==> config.mk <==
export PLATFORM = sky130hd
export DESIGN_NAME = seg_countdown_flat
export DESIGN_NICKNAME = d
export VERILOG_FILES = /design/src/rtl/seg_pkg.sv /design/src/rtl/seg_countdown_if.sv /design/src/rtl/seg_decoder.sv /design/src/rtl/seg_countdown.sv /design/src/flat_wrapper.sv
export SDC_FILE = /design/constraint.sdc
export NUM_CORES = 1
export LEC_CHECK = 0
export CAP_MARGIN = 20
export CORE_MARGIN = 3
export CORE_UTILIZATION = 40
export DETAILED_ROUTE_END_ITERATION = 8
export GPL_ROUTABILITY_DRIVEN = 1
export PLACE_DENSITY_LB_ADDON = 0.3
export SYNTH_ARGS = -nofsm -noshare
export SYNTH_HDL_FRONTEND = slang
export SYNTH_SLANG_ARGS = --single-unit
==> constraint.sdc <==
create_clock -name clk -period 4.85 [get_ports clk]
set_clock_uncertainty 0.05 [all_clocks]
set_input_delay 0.7275 -clock clk [delete_from_list [all_inputs] [get_ports clk]]
set_output_delay 0.7275 -clock clk [all_outputs]
set_load 0.02 [all_outputs]
==> src/rtl/seg_pkg.sv <==
// rtl/seg_pkg.sv - shared state encoding, 7-segment glyphs and BCD split for seg_countdown
package seg_pkg;

    typedef enum logic [1:0] {
        ST_IDLE = 2'd0,
        ST_RUN  = 2'd1,
        ST_HOLD = 2'd2
    } state_t;

    // Segment order {g,f,e,d,c,b,a}, active-low
    localparam logic [6:0] GLYPH_0   = 7'b1000000;
    localparam logic [6:0] GLYPH_1   = 7'b1111001;
    localparam logic [6:0] GLYPH_2   = 7'b0100100;
    localparam logic [6:0] GLYPH_3   = 7'b0110000;
    localparam logic [6:0] GLYPH_4   = 7'b0011001;
    localparam logic [6:0] GLYPH_5   = 7'b0010010;
    localparam logic [6:0] GLYPH_6   = 7'b0000010;
    localparam logic [6:0] GLYPH_7   = 7'b1111000;
    localparam logic [6:0] GLYPH_8   = 7'b0000000;
    localparam logic [6:0] GLYPH_9   = 7'b0010000;
    localparam logic [6:0] SEG_BLANK = 7'b1111111;

    localparam logic [3:0] BCD_BLANK = 4'hF;

    typedef struct packed {
        logic [3:0] tens;
        logic [3:0] ones;
    } bcd_t;

    // Weighted compare-subtract; valid for 0..99
    function automatic bcd_t bin2bcd(input logic [6:0] bin);
        logic [6:0] rem;
        bcd_t       r;
        rem    = bin;
        r.tens = 4'd0;
        if (rem >= 7'd80) begin r.tens[3] = 1'b1; rem = rem - 7'd80; end
        if (rem >= 7'd40) begin r.tens[2] = 1'b1; rem = rem - 7'd40; end
        if (rem >= 7'd20) begin r.tens[1] = 1'b1; rem = rem - 7'd20; end
        if (rem >= 7'd10) begin r.tens[0] = 1'b1; rem = rem - 7'd10; end
        r.ones = rem[3:0];
        return r;
    endfunction

endpackage

==> src/rtl/seg_countdown_if.sv <==
// rtl/seg_countdown_if.sv - phase input and display outputs of seg_countdown
interface seg_countdown_if;
    logic       seg_signal;
    logic [6:0] seg_out;
    logic [1:0] dig_sel;
    logic       active;

    modport master (output seg_signal, input seg_out, input dig_sel, input active);
    modport slave  (input seg_signal, output seg_out, output dig_sel, output active);
endinterface

==> src/rtl/seg_decoder.sv <==
// rtl/seg_decoder.sv - BCD to active-low 7-segment decoder, codes above 9 blank
module seg_decoder
    import seg_pkg::*;
(
    input  logic [3:0] bcd_i,
    output logic [6:0] seg_o
);

    always_comb begin
        seg_o = SEG_BLANK;
        case (bcd_i)
            4'd0:    seg_o = GLYPH_0;
            4'd1:    seg_o = GLYPH_1;
            4'd2:    seg_o = GLYPH_2;
            4'd3:    seg_o = GLYPH_3;
            4'd4:    seg_o = GLYPH_4;
            4'd5:    seg_o = GLYPH_5;
            4'd6:    seg_o = GLYPH_6;
            4'd7:    seg_o = GLYPH_7;
            4'd8:    seg_o = GLYPH_8;
            4'd9:    seg_o = GLYPH_9;
            default: seg_o = SEG_BLANK;
        endcase
    end

endmodule

==> src/rtl/seg_countdown.sv <==
// rtl/seg_countdown.sv - two-phase seconds countdown on a scanned 2-digit display; SEG_LEADING_ZERO_BLANK_EN blanks a zero tens digit
module seg_countdown
    import seg_pkg::*;
#(
    parameter int TX            = 30,
    parameter int TY            = 15,
    parameter int TICKS_PER_SEC = 10,
    parameter int SCAN_DIV      = 2
) (
    input  logic            clk,
    input  logic            rst_n,
    seg_countdown_if.slave  bus
);

    localparam int PW = $clog2(TICKS_PER_SEC);
    localparam int SW = (SCAN_DIV > 1) ? $clog2(SCAN_DIV) : 1;
    localparam logic [PW-1:0] PRESC_MAX = PW'(TICKS_PER_SEC - 1);
    localparam logic [SW-1:0] SCAN_MAX  = SW'(SCAN_DIV - 1);

    state_t          state_q, state_d;
    logic [6:0]      count_q, count_d;
    logic [PW-1:0]   presc_q, presc_d;
    logic [SW-1:0]   scan_cnt_q;
    logic            ptr_q;
    logic            sig_q;
    logic            armed_q;
    logic [6:0]      seg_out_q;
    logic [1:0]      dig_sel_q, dig_sel_d;
    logic            active_q;
    logic [3:0]      digit;
    logic [6:0]      seg_dec;
    bcd_t            bcd;
    logic            rise, fall;

    // armed_q masks edge detection for the first cycle after reset so a level
    // already present at release is only sampled, never taken as an edge
    assign rise = armed_q &  bus.seg_signal & ~sig_q;
    assign fall = armed_q & ~bus.seg_signal &  sig_q;

    always_comb begin
        state_d = state_q;
        count_d = count_q;
        presc_d = presc_q;
        if (rise) begin
            count_d = 7'(TX);
            presc_d = '0;
            state_d = ST_RUN;
        end else if (fall) begin
            count_d = 7'(TY);
            presc_d = '0;
            state_d = ST_RUN;
        end else if (state_q == ST_RUN) begin
            if (presc_q == PRESC_MAX) begin
                presc_d = '0;
                if (count_q <= 7'd1) begin
                    count_d = 7'd0;
                    state_d = ST_HOLD;
                end else begin
                    count_d = count_q - 7'd1;
                end
            end else begin
                presc_d = presc_q + PW'(1);
            end
        end
    end

    assign bcd = bin2bcd(count_q);

    always_comb begin
        digit     = BCD_BLANK;
        dig_sel_d = 2'b11;
        if (state_q != ST_IDLE) begin
            if (ptr_q) begin
                digit     = bcd.tens;
                dig_sel_d = 2'b01;
`ifdef SEG_LEADING_ZERO_BLANK_EN
                if (bcd.tens == 4'd0) digit = BCD_BLANK;
`endif
            end else begin
                digit     = bcd.ones;
                dig_sel_d = 2'b10;
            end
        end
    end

    seg_decoder u_dec (
        .bcd_i (digit),
        .seg_o (seg_dec)
    );

    always_ff @(posedge clk or negedge rst_n) begin
        if (!rst_n) begin
            state_q    <= ST_IDLE;
            count_q    <= '0;
            presc_q    <= '0;
            sig_q      <= 1'b0;
            armed_q    <= 1'b0;
            scan_cnt_q <= '0;
            ptr_q      <= 1'b0;
            seg_out_q  <= SEG_BLANK;
            dig_sel_q  <= 2'b11;
            active_q   <= 1'b0;
        end else begin
            state_q    <= state_d;
            count_q    <= count_d;
            presc_q    <= presc_d;
            sig_q      <= bus.seg_signal;
            armed_q    <= 1'b1;
            scan_cnt_q <= (scan_cnt_q == SCAN_MAX) ? '0 : scan_cnt_q + SW'(1);
            ptr_q      <= (scan_cnt_q == SCAN_MAX) ? ~ptr_q : ptr_q;
            seg_out_q  <= seg_dec;
            dig_sel_q  <= dig_sel_d;
            active_q   <= (state_q == ST_RUN);
        end
    end

    assign bus.seg_out = seg_out_q;
    assign bus.dig_sel = dig_sel_q;
    assign bus.active  = active_q;

endmodule

==> src/flat_wrapper.sv <==
// flat-port wrapper written by rule: the top's interface ports become plain ports
module seg_countdown_flat import seg_pkg::*;
#(
    parameter int TX            = 30,
    parameter int TY            = 15,
    parameter int TICKS_PER_SEC = 10,
    parameter int SCAN_DIV      = 2
)
  (clk, rst_n, bus_seg_signal, bus_seg_out, bus_dig_sel, bus_active);
  seg_countdown_if bus_i ();
  input  logic clk;
  input  logic rst_n;
  input wire logic [$bits(bus_i.seg_signal)-1:0] bus_seg_signal;
  output wire logic [$bits(bus_i.seg_out)-1:0] bus_seg_out;
  output wire logic [$bits(bus_i.dig_sel)-1:0] bus_dig_sel;
  output wire logic [$bits(bus_i.active)-1:0] bus_active;
  assign bus_i.seg_signal = bus_seg_signal;
  assign bus_seg_out = bus_i.seg_out;
  assign bus_dig_sel = bus_i.dig_sel;
  assign bus_active = bus_i.active;
  seg_countdown #(.TX(TX), .TY(TY), .TICKS_PER_SEC(TICKS_PER_SEC), .SCAN_DIV(SCAN_DIV)) u_core (.clk(clk), .rst_n(rst_n), .bus(bus_i));
endmodule
# Word level (Yosys, flattened, before mapping)
# Memories as Yosys holds them, arrays and structs flattened. A register that Yosys moved wholly into a read port is not among the register bits.
# Index checks and enable logic that the tools add are counted.
# W data, S select, Z words.
word_totals:
  reg_bits: 20
  mem_bits_ro: 112
  in_bits: 3
  output_inout_bits: 10
  wordCells: 65
  mem_count: 1
mem_list:
  columns: ["memory", "words", "word_bits", "rd", "rd_clocked_by_memory_dff", "write_ports", "line", "rtl"]
  rows:
  - ["(no name shown)", 16, 7, 1, 1, 0, "seg_decoder.sv:11", "case (bcd_i)"]
classes:
  add_sub_neg: 7
  magnitude_cmp: 5
  n_eq_ne: 2
  n_mux: 27
  bitwise_logic: 7
  n_reduce_logical: 7
ops:
  columns: ["op", "count"]
  rows:
  - ["$mux W7", 8]
  - ["$mux W4", 7]
  - ["$mux W2", 7]
  - ["$reduce_bool A3 Y1", 3]
  - ["$ge A7 B4 Y1 const B", 1]
  - ["$ge A7 B5 Y1 const B", 1]
  - ["$ge A7 B6 Y1 const B", 1]
  - ["$ge A7 B7 Y1 const B", 1]
  - ["$le A7 B1 Y1 const B", 1]
  - ["$sub A7 B1 Y7 const B", 1]
  - ["$sub A7 B5 Y7 const B", 1]
  - ["$sub A7 B6 Y7 const B", 1]
  - ["$sub A7 B7 Y7 const B", 1]
  - ["$mux W1", 5]
  - ["$add A4 B1 Y4 const B", 1]
  - ["$and A1 B1 Y1", 4]
  - ["$eq A4 B4 Y1 const B", 1]
  - ["$sub A4 B4 Y4 const B", 1]
  - ["$not A1 Y1", 3]
  - ["$reduce_and A3 Y1", 1]
  - ["$eq A2 B1 Y1 const B", 1]
  - ["$reduce_and A2 Y1", 1]
  - ["$reduce_bool A2 Y1", 1]
  - ["$add A1 B1 Y1 const B", 1]
  - ["$logic_not A1 Y1", 1]

# Depth between registers and ports, before layout
# Gate-level depths: netlist of run 1.
depth:
  word_depth: 10
  ltp_mapped: 17
  mapped_depth_nobuf: 15

# Cells and area by module
# From an unflattened synthesis of run 1, not the netlist that was laid out.
unflattened:
  hier_cells: 218
  area_unflattened_um2: 1898.1
modules_own_cells:
  columns: ["mod", "instances", "cells_per_inst", "area_each_um2", "seq_area_each_um2"]
  rows:
  - ["seg_countdown", 1, 185, 1687.9, 686.9]
  - ["seg_decoder", 1, 33, 210.2, 0.0]

# Least setup slack after synthesis of run 1
# Ideal clock, no wire load.
synth_timing:
  path_kind: "reg-to-reg"
  startpoint: "register u_core.count_q[4]"
  endpoint: "register u_core.seg_out_q[6] (netlist: u_core.bus.seg_out[6])"
  setup_ns: 0.086
  arrival_ns: 3.253
  required_ns: 4.714
  path_slack_ns: 1.461
  stages_incl_launch_ff: 17
  path_buffers: 2
  period_less_slack_ns: 3.389
  path_cell_list: "dfrtp_1 buf_4 buf_2 inv_1 ha_1 ha_1 o21bai_1 a221oi_2 a21oi_1 nor2b_1 ha_1 nor2_1 o32ai_1 inv_1 ha_1 nor2_1 o31ai_1"
synth_between:
  elab_chain_len: 10
  word_cells_on_any_way: 18
  classes_between: "4 x add/sub; 4 x order compare; 10 x mux"
synth_rtl:
  columns: ["element", "line", "rtl"]
  rows:
  - ["start, declared", "seg_countdown.sv:21", "logic [6:0] count_q, count_d;"]
  - ["start signal, assigned", "seg_countdown.sv:105", "count_q <= count_d;"]
  - ["$sub A7 B7 Y7 / $ge A7 B7 Y1 (equally long branches)", "seg_pkg.sv:36", "if (rem >= 7'd80) begin r.tens[3] = 1'b1; rem = rem - 7'd80; end"]
  - ["$mux W7", "seg_pkg.sv:36", null]
  - ["$sub A7 B6 Y7 / $ge A7 B6 Y1 (equally long branches)", "seg_pkg.sv:37", "if (rem >= 7'd40) begin r.tens[2] = 1'b1; rem = rem - 7'd40; end"]
  - ["$mux W7", "seg_pkg.sv:37", null]
  - ["$sub A7 B5 Y7 / $ge A7 B5 Y1 (equally long branches)", "seg_pkg.sv:38", "if (rem >= 7'd20) begin r.tens[1] = 1'b1; rem = rem - 7'd20; end"]
  - ["$mux W7", "seg_pkg.sv:38", null]
  - ["$ge A7 B4 Y1 / $sub A4 B4 Y4 (equally long branches)", "seg_pkg.sv:39", "if (rem >= 7'd10) begin r.tens[0] = 1'b1; rem = rem - 7'd10; end"]
  - ["$mux W4 / $mux W1 (equally long branches)", "seg_pkg.sv:39", null]
  - ["$mux W4 (*)", "seg_countdown.sv:73", "if (ptr_q) begin"]
  - ["$mux W4 (*)", "seg_countdown.sv:72", "if (state_q != ST_IDLE) begin"]
  - ["end, declared", "seg_countdown.sv:27", "logic [6:0] seg_out_q;"]
# Mark *: on every way between the ends. The rest lies on a longest branch, timed or not.
# A chain may end at the register's enable or synchronous reset.

# Worst setup path after layout of run 1
# Same ends and word-level chain as after synthesis.

==> results of run 1 <==
-- per-layer routing --
metal / GRT usage, % / routed length, um / vias to the layer above
met5: 0 / 0 / -
met4: 5.14 / 55 / 0
met3: 2.16 / 89 / 6
met2: 22.3 / 1800 / 19
met1: 23.0 / 1940 / 755
li1: - / - / 822
-- power by group through the flow --
stage	Combinational [mW]	Clock (mW)	Sequential (mW)
after floorplan	0.576	0	0.392
after detailed placement	0.721	0	0.391
after global routing	0.831	0.142	0.401
after CTS	0.727	0.135	0.387
final	0.725	0.133	0.388
after global placement	0.719	0	0.390
-- placed cells by master (no fill, tap or decap), drive strengths merged, types with 3 or more instances in the layout --
| cell type | n |
|---|---|
| nor2 | 21 |
| a21oi | 20 |
| nand2 | 19 |
| o21ai | 19 |
| dfrtp | 18 |
| inv | 13 |
| clkdlybuf4s50 | 12 |
| ha | 11 |
| dfstp | 9 |
| nand3 | 8 |
| nor3 | 8 |
| a31oi | 6 |
| nor2b | 5 |
| nand2b | 5 |
| o31ai | 5 |
| nand4 | 4 |
| clkbuf | 3 |
-- sequential cells by signal, indices dropped and copies added, names as in the netlist --
register	count
u_core.armed_q	1
u_core.bus.active	1
u_core.bus.dig_sel	2
u_core.bus.seg_out	7
u_core.count_q	7
u_core.presc_q	4
u_core.ptr_q	1
u_core.scan_cnt_q	1
u_core.sig_q	1
u_core.state_q	2
-- kinds of logic (layout without fill, tap and decap cells) --
family | Yosys count | after routing | synth area share (%)
xor+xnor | 2 | 2 | 0.935
mux | 1 | 1 | 0.534
other cells | 1 | 1 | 0.200
flops | 27 | 27 | 36.6
buf+inv | 23 | 31 | 5.54
simple gates | 85 | 85 | 23.6
compound gates | 71 | 71 | 25.2
fa+ha+maj | 11 | 11 | 7.34
-- final cells by class --
type	count	area, um2	share of cell area (%)
clock buffer	3	41.3	2.00
multi-input combinational	171	1080	52.4
tap	52	65.1	3.15
sequential	27	687	33.2
timing repair buffer	14	135	6.53
clock inverter	1	7.51	0.363
inverter	13	48.8	2.36
-- how the worst max path moves through the flow --
stage	startpoint	endpoint	slack (ns)	cells after the start
final	u_core.count_q[4]	u_core.bus.seg_out[6]	1.03	14
after global routing	u_core.count_q[4]	u_core.bus.seg_out[6]	0.75	14
after CTS	u_core.count_q[4]	u_core.bus.seg_out[6]	1.09	14
after detailed placement	u_core.count_q[4]	u_core.bus.seg_out[6]	1.10	14
after global placement	u_core.count_q[4]	u_core.bus.seg_out[0]	1.20	13
after floorplan	u_core.count_q[4]	u_core.bus.seg_out[6]	1.46	16
-- metrics by stage --
step	area (um2)	cells
floorplan	1870	221
global placement	2020	277
detailed placement	2020	277
CTS	2070	281
global route	2070	281
finish	2070	281
==> flow_metrics.env, run 1 <==
export IMPL_status="finished clean"
export IMPL_worst_ep_required_time_ns=5.01
export IMPL_layout_setup_ws_ns=1.03
export IMPL_setup_viol=0
export IMPL_postCtsSetupBuffers=0
export IMPL_grt_pass1_vias=1423
export IMPL_core_rowCount=24
export IMPL_worstPathMaxFanout=19
export IMPL_synth_cells=221
export IMPL_reg2reg_depth=14
export IMPL_wl_mm=3.89
export IMPL_insertedDiodeCount=0
export IMPL_die_h_um=74.5
export IMPL_gr_total_overflow=0
export IMPL_hold_path_cell_count=1
export IMPL_synthArstFlopShare_pct=100
export IMPL_path_buf_inv=2
export IMPL_fin_crit_ns=3.82
export IMPL_p_total_mw=1.25
export IMPL_num_vias=1602
export IMPL_hold_viol_final=0
export IMPL_final_nets=244
export IMPL_dp_final_hpwl_mm=2.83
export IMPL_p_seq_share_pct=31.1
export IMPL_internal_power_mw=0.672
export IMPL_p_clk_share_pct=10.7
export IMPL_antenna_found_initial=0
export IMPL_worst_hold_slack_ns=0.388
export IMPL_yosys_top_cells_area="dfrtp_1, dfstp_2, ha_1, a21oi_1, nor2_1"
export IMPL_yosysTopAreaCellShare_pct=24.0
export IMPL_crit_chain="inv_1 -> ha_1 -> ha_1 -> o21bai_1 -> a221oi_2 -> a21oi_1 -> nor2b_1 -> ha_1 -> nor2_1 -> o32ai_1 -> inv_1 -> ha_1 -> nor2_1 -> o31ai_1"
export IMPL_fp_coreArea_mm2=0.00444
export IMPL_p_leak_nw=0.834
export IMPL_ctsLongestPathBuffers=2
export IMPL_io_buffers=12
export IMPL_drive_gt1_share_pct=10.5
export IMPL_r2r_start="u_core.count_q[4]"
export IMPL_fill_cells=460
export IMPL_drt_wirelength_per_cell_um=13.8
export IMPL_final_period_utilization_pct=78.8
export IMPL_gp_congestion=0.876
export IMPL_critPathTopFamily="compound AO/OA/AOI/OAI gates"
export IMPL_ir_drop_uv=217
export IMPL_hold_path_class="reg -> reg"
export IMPL_cts_buffers_inserted=3
export IMPL_grt_max_degree=28
export IMPL_floorplan_initialDensity_pct=42.2
export IMPL_clock_latency_ns=0.28
export IMPL_ant_nets=0
export IMPL_cp_start_kind="flip-flop"
export IMPL_synth_largest_area_cell="dfrtp_1"
export IMPL_clkTransAtPathRegs_ns=0.10
export IMPL_p_sw_mw=0.575
export IMPL_hold_path_endpoint="u_core.scan_cnt_q"
export IMPL_ys_seq_area_share_pct=36.6
export IMPL_synth_area_per_cell_um2=8.48
export IMPL_ys_ff_latch=27
export IMPL_drcViolationCount=0
export IMPL_hold_buffers=0
export IMPL_critPathArrivalTime_ns=3.98
export IMPL_synth_edf_count=0
export IMPL_fmax_mhz=262
export IMPL_die_w_um=74.5
export IMPL_synthDistinctLibCells=51
export IMPL_tightest_slew_ns=0.982
export IMPL_dr_pass1_iters=4
export IMPL_rr_endpoint="u_core.bus.seg_out[6]"
export IMPL_via_per_inst=5.70
export IMPL_pwr_share_comb_pct=58.2
export IMPL_ys_flop_type="dfrtp_1"
export IMPL_rrSetupSlack_ns=1.03
export IMPL_rsz0062_at_grt="no"
export IMPL_cts_resized=0
export IMPL_syn_area_mm2=0.00187
export IMPL_slowest_stage="dfrtp_1"
export IMPL_yosysWarnings=0
export IMPL_cpMostUsedCell="ha_1"
export IMPL_critPathMaxStageDelay_ns=0.66
export IMPL_grtUsageTotal_pct=15.3
export IMPL_drt_iter0_drc=185
export IMPL_cts_root_buf="clkbuf_8"
export IMPL_synth_fp_nets=235
export IMPL_p_per_area_mw_per_mm2=603
export IMPL_clkSinkCount=27
export IMPL_cts_tree="built"
export IMPL_finish_utilization_pct=46.5
export IMPL_slew_violations=0
export IMPL_fin_tns_setup_ns=0
export IMPL_p_sw_share_pct=46.1
export IMPL_hold_path_startpoint="u_core.scan_cnt_q"
export IMPL_areaGrowthSynthToFinish_pct=10.3
export IMPL_slew_headroom_pct=34.0
export IMPL_critPathKind="reg -> reg"
export IMPL_ys_top_cells_by_count="a21oi_1, nor2_1, nand2_1"
export IMPL_grt_pass1_wl_mm=6.64
export IMPL_dieArea_mm2=0.00554
export IMPL_htreeDepth=1
export IMPL_timing_max_cap_violations=0
export IMPL_endpoint_kind="flip-flop"
export IMPL_io_pins=13
export IMPL_dp_worst_setup_slack_ns=1.10
Power figures use the tool's default switching activity.
==> run 2: changes to the inputs <==
Clock period 4.85 ns to 3.5 ns, I/O delays scaled along.
==> run 2 against run 1 <==
Sequential power increased by 32%. Sequential share of layout area decreased by 1.5 points. Register-to-register slack got worse by 0.82 ns. Clock power increased by 32%. Via count increased by 1.2%. Combinational power increased by 52%. Total power increased by 43%. Design area increased by 4.6%. Count of clock-buffer cells in the layout unchanged. Wire length increased by 3.1%. Largest cell class unchanged.
==> flow_metrics.env, run 2 (synthesis gave the netlist of run 1 again) <==
export IMPL_status="finished clean"
export IMPL_p_leak_nw=0.882
export IMPL_critPathArrivalTime_ns=3.45
export IMPL_setup_viol=0
export IMPL_fin_crit_ns=3.29
export IMPL_rr_endpoint="u_core.bus.seg_out[4]"
export IMPL_grt_pass1_wl_mm=6.80
export IMPL_htreeDepth=1
export IMPL_endpoint_kind="flip-flop"
export IMPL_io_pins=13
export IMPL_cts_root_buf="clkbuf_8"
export IMPL_via_per_inst=5.63
export IMPL_cp_start_kind="flip-flop"
export IMPL_final_cell_mix="nor2_1, a21oi_1, nand2_1, dfrtp_1, o21ai_0"
export IMPL_io_buffers=12
export IMPL_dr_pass1_iters=4
export IMPL_die_w_um=74.5
export IMPL_drcViolationCount=0
export IMPL_worst_hold_slack_ns=0.401
export IMPL_cpMostUsedCell="ha_2"
export IMPL_num_vias=1622
export IMPL_worst_ep_required_time_ns=3.66
export IMPL_slowest_stage="or3_1"
export IMPL_core_rowCount=24
export IMPL_p_per_area_mw_per_mm2=825
export IMPL_timing_max_cap_violations=0
export IMPL_final_period_utilization_pct=94.0
export IMPL_tightest_slew_ns=0.992
export IMPL_critPathKind="reg -> reg"
export IMPL_clkSinkCount=27
export IMPL_ir_drop_uv=411
export IMPL_fp_coreArea_mm2=0.00444
export IMPL_hold_path_cell_count=1
export IMPL_fill_cells=432
export IMPL_drive_gt1_share_pct=16.5
export IMPL_ctsLongestPathBuffers=2
export IMPL_slew_headroom_pct=33.7
export IMPL_fin_area_mm2=0.00216
export IMPL_hold_path_startpoint="u_core.scan_cnt_q"
export IMPL_clock_latency_ns=0.27
export IMPL_r2r_start="u_core.count_q[5]"
export IMPL_crit_chain="inv_1 -> ha_2 -> ha_2 -> o21bai_1 -> a221oi_2 -> a21oi_2 -> nor2b_2 -> ha_4 -> nor2_1 -> or3_1 -> and3_2 -> a211oi_1 -> a31oi_1"
export IMPL_wl_mm=4.01
export IMPL_areaGrowthSynthToFinish_pct=15.4
export IMPL_cts_buffers_inserted=3
export IMPL_reg2reg_depth=13
export IMPL_slew_violations=0
export IMPL_worstPathMaxFanout=8
export IMPL_die_h_um=74.5
export IMPL_hold_path_class="reg -> reg"
export IMPL_hold_buffers=0
export IMPL_drt_wirelength_per_cell_um=13.9
export IMPL_drt_iter0_drc=131
export IMPL_regArea_um2=687
export IMPL_critPathMaxStageDelay_ns=0.40
export IMPL_dp_final_hpwl_mm=2.92
export IMPL_insertedDiodeCount=0
export IMPL_place_area_mm2=0.00206
export IMPL_grt_max_degree=24
export IMPL_grtUsageTotal_pct=15.3
export IMPL_ant_nets=0
export IMPL_antenna_found_initial=0
export IMPL_finish_utilization_pct=48.7
export IMPL_hold_viol_final=0
export IMPL_cts_tree="built"
export IMPL_floorplan_initialDensity_pct=42.2
export IMPL_multi_input_area_mm2=0.00113
export IMPL_final_common_cell="nor2_1"
export IMPL_grt_pass1_vias=1558
export IMPL_rrSetupSlack_ns=0.21
export IMPL_hold_path_endpoint="u_core.scan_cnt_q"
export IMPL_gp_congestion=0.901
export IMPL_clkTransAtPathRegs_ns=0.09
export IMPL_fmax_mhz=304
export IMPL_dieArea_mm2=0.00554
export IMPL_gr_total_overflow=0
export IMPL_final_nets=251
==> run 2: changes by cell type in the layout (fill, tap and decap cells not counted), sizes merged <==
cell,previous run,this run
clkinvlp,1,0
clkinv,0,1
buf,2,9
==> run 2: metrics by stage <==
stage	TNS (ns)	setup WS, ns	power [mW]	cells
after global placement	0	0.191	1.55	283
after detailed placement	0	0.0965	1.55	283
after floorplan	0	0.111	1.34	221
after global routing	-0.0850	-0.0585	1.96	288
final	0	0.209	1.78	288
after CTS	0	0.0707	1.73	287
==> run 2: worst max-delay path by stage <==
stage,start,depth (start not counted),end
final,u_core.count_q[5],13,u_core.bus.seg_out[4]
after global placement,u_core.count_q[5],13,u_core.bus.seg_out[4]
after global routing,u_core.count_q[5],14,u_core.bus.seg_out[6]
after CTS,u_core.count_q[5],14,u_core.bus.seg_out[6]
after floorplan,u_core.count_q[4],16,u_core.bus.seg_out[6]
after detailed placement,u_core.count_q[5],14,u_core.bus.seg_out[6]
==> run 2: layout make-up <==
| cell class | count | area share [%] |
|---|---|---|
| Tap cell | 52 | 3.01 |
| Clock buffer | 3 | 1.91 |
| Timing Repair Buffer | 21 | 8.68 |
| Clock inverter | 1 | 0.231 |
| Inverter | 13 | 2.26 |
| Sequential cell | 27 | 31.8 |
| Multi-Input combinational cell | 171 | 52.2 |
==> run 2: metal layers <==
metal / GRT usage, % / vias to the layer above / wire (um)
li1: - / 834 / -
met2: 25.0 / 30 / 1920
met3: 2.16 / 7 / 147
met4: 4.94 / 0 / 48
met1: 20.9 / 751 / 1900
met5: 0 / - / 0
==> run 2: where the power goes <==
group | total [mW] | switching [mW] | leakage (nW) | internal (mW)
registers | 0.511 | 0.0744 | 0.306 | 0.436
clock network | 0.176 | 0.0961 | 0.0255 | 0.0798
logic | 1.10 | 0.642 | 0.551 | 0.455
total | 1.78 | 0.813 | 0.882 | 0.971
==> run 2: timing repair <==
item                                    in CTS  in global routing
buffers inserted                             0                  1
endpoints found under the hold margin        0                  0
endpoints found under the setup margin       0                  7
resized for setup                            0                 10
==> run 2: worst max-delay path: cells and delay by family (launching register included) <==
kind | cells | cell delay (ns)
adder cells (fa/ha/maj) | 3 | 0.71
AO/OA/AOI/OAI | 5 | 1.01
AND/OR/NAND/NOR | 4 | 0.96
flip-flops | 1 | 0.38
buffers and inverters | 1 | 0.11
==> run 3: changes to the inputs <==
Settings changed: CELL_PAD_IN_SITES_DETAIL_PLACEMENT set to 0, CELL_PAD_IN_SITES_GLOBAL_PLACEMENT set to 1, CTS_CLUSTER_SIZE set to 10.
==> run 3 against run 2 <==
Register-to-register slack about the same. Global-route usage up 1.1 points. Cell count up 1.7%. Critical path type unchanged. Setup slack better by 0.0022 ns.
==> flow_metrics.env, run 3 (synthesis gave the netlist of run 1 again) <==
export IMPL_status="finished clean"
export IMPL_die_w_um=74.5
export IMPL_core_rowCount=24
export IMPL_critPathKind="reg -> reg"
export IMPL_slowest_stage="dfrtp_1"
export IMPL_startpoint="u_core.count_q[5]"
export IMPL_grt_max_degree=23
export IMPL_gp_congestion=0.865
export IMPL_grt_pass1_vias=1549
export IMPL_drcViolationCount=0
export IMPL_dieArea_mm2=0.00554
export IMPL_hold_viol_final=0
export IMPL_areaGrowthSynthToFinish_pct=17.1
export IMPL_ant_nets=0
export IMPL_floorplan_initialDensity_pct=42.2
export IMPL_dp_final_hpwl_mm=2.96
export IMPL_fin_crit_ns=3.29
export IMPL_io_buffers=12
export IMPL_hold_path_class="reg -> reg"
export IMPL_final_period_utilization_pct=94.0
export IMPL_fmax_mhz=304
export IMPL_place_area_mm2=0.00208
export IMPL_drive_gt1_share_pct=17.0
export IMPL_clkTransAtPathRegs_ns=0.09
export IMPL_path_buf_inv=1
export IMPL_hold_path_startpoint="u_core.scan_cnt_q"
export IMPL_slew_violations=0
export IMPL_cts_buffers_inserted=3
export IMPL_tightest_slew_ns=0.677
export IMPL_cpMostUsedCell="ha_1"
export IMPL_final_cell_mix="a21oi_1, nor2_1, nand2_1, dfrtp_1, o21ai_0"
export IMPL_p_per_area_mw_per_mm2=828
export IMPL_grt_pass1_wl_mm=7.13
export IMPL_ir_drop_uv=509
export IMPL_final_nets=256
export IMPL_clock_latency_ns=0.27
export IMPL_endpoint_kind="flip-flop"
export IMPL_timing_max_cap_violations=0
export IMPL_clkSinkCount=27
export IMPL_crit_chain="inv_1 -> ha_1 -> ha_1 -> o21bai_1 -> a221oi_2 -> a21oi_1 -> nor2b_1 -> ha_2 -> nor2_2 -> or3_1 -> and3_2 -> a211oi_1 -> a31oi_1"
export IMPL_cts_tree="built"
export IMPL_grtUsageTotal_pct=16.3
export IMPL_setup_viol=0
export IMPL_rrSetupSlack_ns=0.21
export IMPL_r2r_start="u_core.count_q[5]"
export IMPL_insertedDiodeCount=0
export IMPL_io_pins=13
export IMPL_fin_tns_setup_ns=0
export IMPL_cts_root_buf="clkbuf_8"
export IMPL_drt_iter0_drc=111
export IMPL_rr_endpoint="u_core.bus.seg_out[4]"
export IMPL_hold_buffers=0
export IMPL_final_common_cell="a21oi_1"
export IMPL_worst_ep_required_time_ns=3.65
export IMPL_die_h_um=74.5
export IMPL_wl_mm=4.18
export IMPL_p_leak_nw=0.905
export IMPL_rsz0062_at_grt="no"
export IMPL_gr_total_overflow=0
export IMPL_slew_headroom_pct=54.4
export IMPL_htreeDepth=1
export IMPL_reg2reg_depth=13
export IMPL_critPathArrivalTime_ns=3.43
export IMPL_cp_start_kind="flip-flop"
export IMPL_cp_endpoint="u_core.bus.seg_out[4]"
export IMPL_dr_pass1_iters=4
export IMPL_drt_wirelength_per_cell_um=14.2
export IMPL_fp_coreArea_mm2=0.00444
export IMPL_num_vias=1664
export IMPL_antenna_found_initial=0
export IMPL_critPathMaxStageDelay_ns=0.39
export IMPL_worstPathMaxFanout=8
export IMPL_fin_area_mm2=0.00219
export IMPL_worstSetupPathDepth=13
export IMPL_via_per_inst=5.68
export IMPL_critPathTopFamily="simple AND/OR/NAND/NOR gates"
export IMPL_ctsLongestPathBuffers=2
## run 3: power by group
group	total [mW]	switching, mW	leakage, nW	internal (mW)
logic	1.13	0.648	0.577	0.482
clock network	0.174	0.0922	0.0228	0.0814
registers	0.514	0.0774	0.306	0.437
total	1.82	0.818	0.905	1.00
## run 3: routing by layer
| metal | share of wire, % | wire [um] | global-route usage [%] | vias up |
|---|---|---|---|---|
| met4 | 1.3 | 53 | 4.74 | 0 |
| met3 | 4.5 | 187 | 2.57 | 6 |
| met5 | 0 | 0 | 0 | - |
| met2 | 43 | 1790 | 24.2 | 46 |
| li1 | - | - | - | 843 |
| met1 | 51 | 2140 | 24.5 | 769 |
## run 3: layout make-up
cell class	count	area, um2
flip-flops and latches	27	687
fillers	421	2250
repair buffers	26	233
clock buffers	4	45.0
well taps	52	65.1
inverters	13	48.8
multi-input cells	171	1120
## run 3: worst min-delay path by stage
stage | to | slack (ns) | cells after the start
finish | u_core.scan_cnt_q | 0.39 | 1
global route | u_core.scan_cnt_q | 0.42 | 1
CTS | u_core.scan_cnt_q | 0.39 | 1
detailed placement | u_core.scan_cnt_q | 0.38 | 1
global placement | u_core.scan_cnt_q | 0.38 | 1
floorplan | u_core.armed_q | 0.18 | 0
## run 3: worst reg2reg max path: stages, from the launching register on
cell and delay, ns:
dfrtp_1 0.39, inv_1 0.11, ha_1 0.22, ha_1 0.32, o21bai_1 0.20, a221oi_2 0.26
a21oi_1 0.17, nor2b_1 0.19, ha_2 0.26, nor2_2 0.07, or3_1 0.39, and3_2 0.29
a211oi_1 0.24, a31oi_1 0.06
## run 3: stage by stage
step	hold WS [ns]	setup WS [ns]	power, mW	utilization (%)	instances
floorplan	0.179	0.111	1.34	-	221
global placement	0.375	0.173	1.57	46.8	285
detailed placement	0.380	0.127	1.56	46.8	285
CTS	0.394	0.0914	1.75	47.8	289
global route	0.422	0.000132	1.99	49.4	293
finish	0.389	0.211	1.82	49.4	293
## run 3: repair_timing
| item | in CTS | in global routing |
|---|---|---|
| gates resized for setup | 0 | 7 |
| buffers inserted | 0 | 3 |
| endpoints found under the setup margin | 0 | 7 |
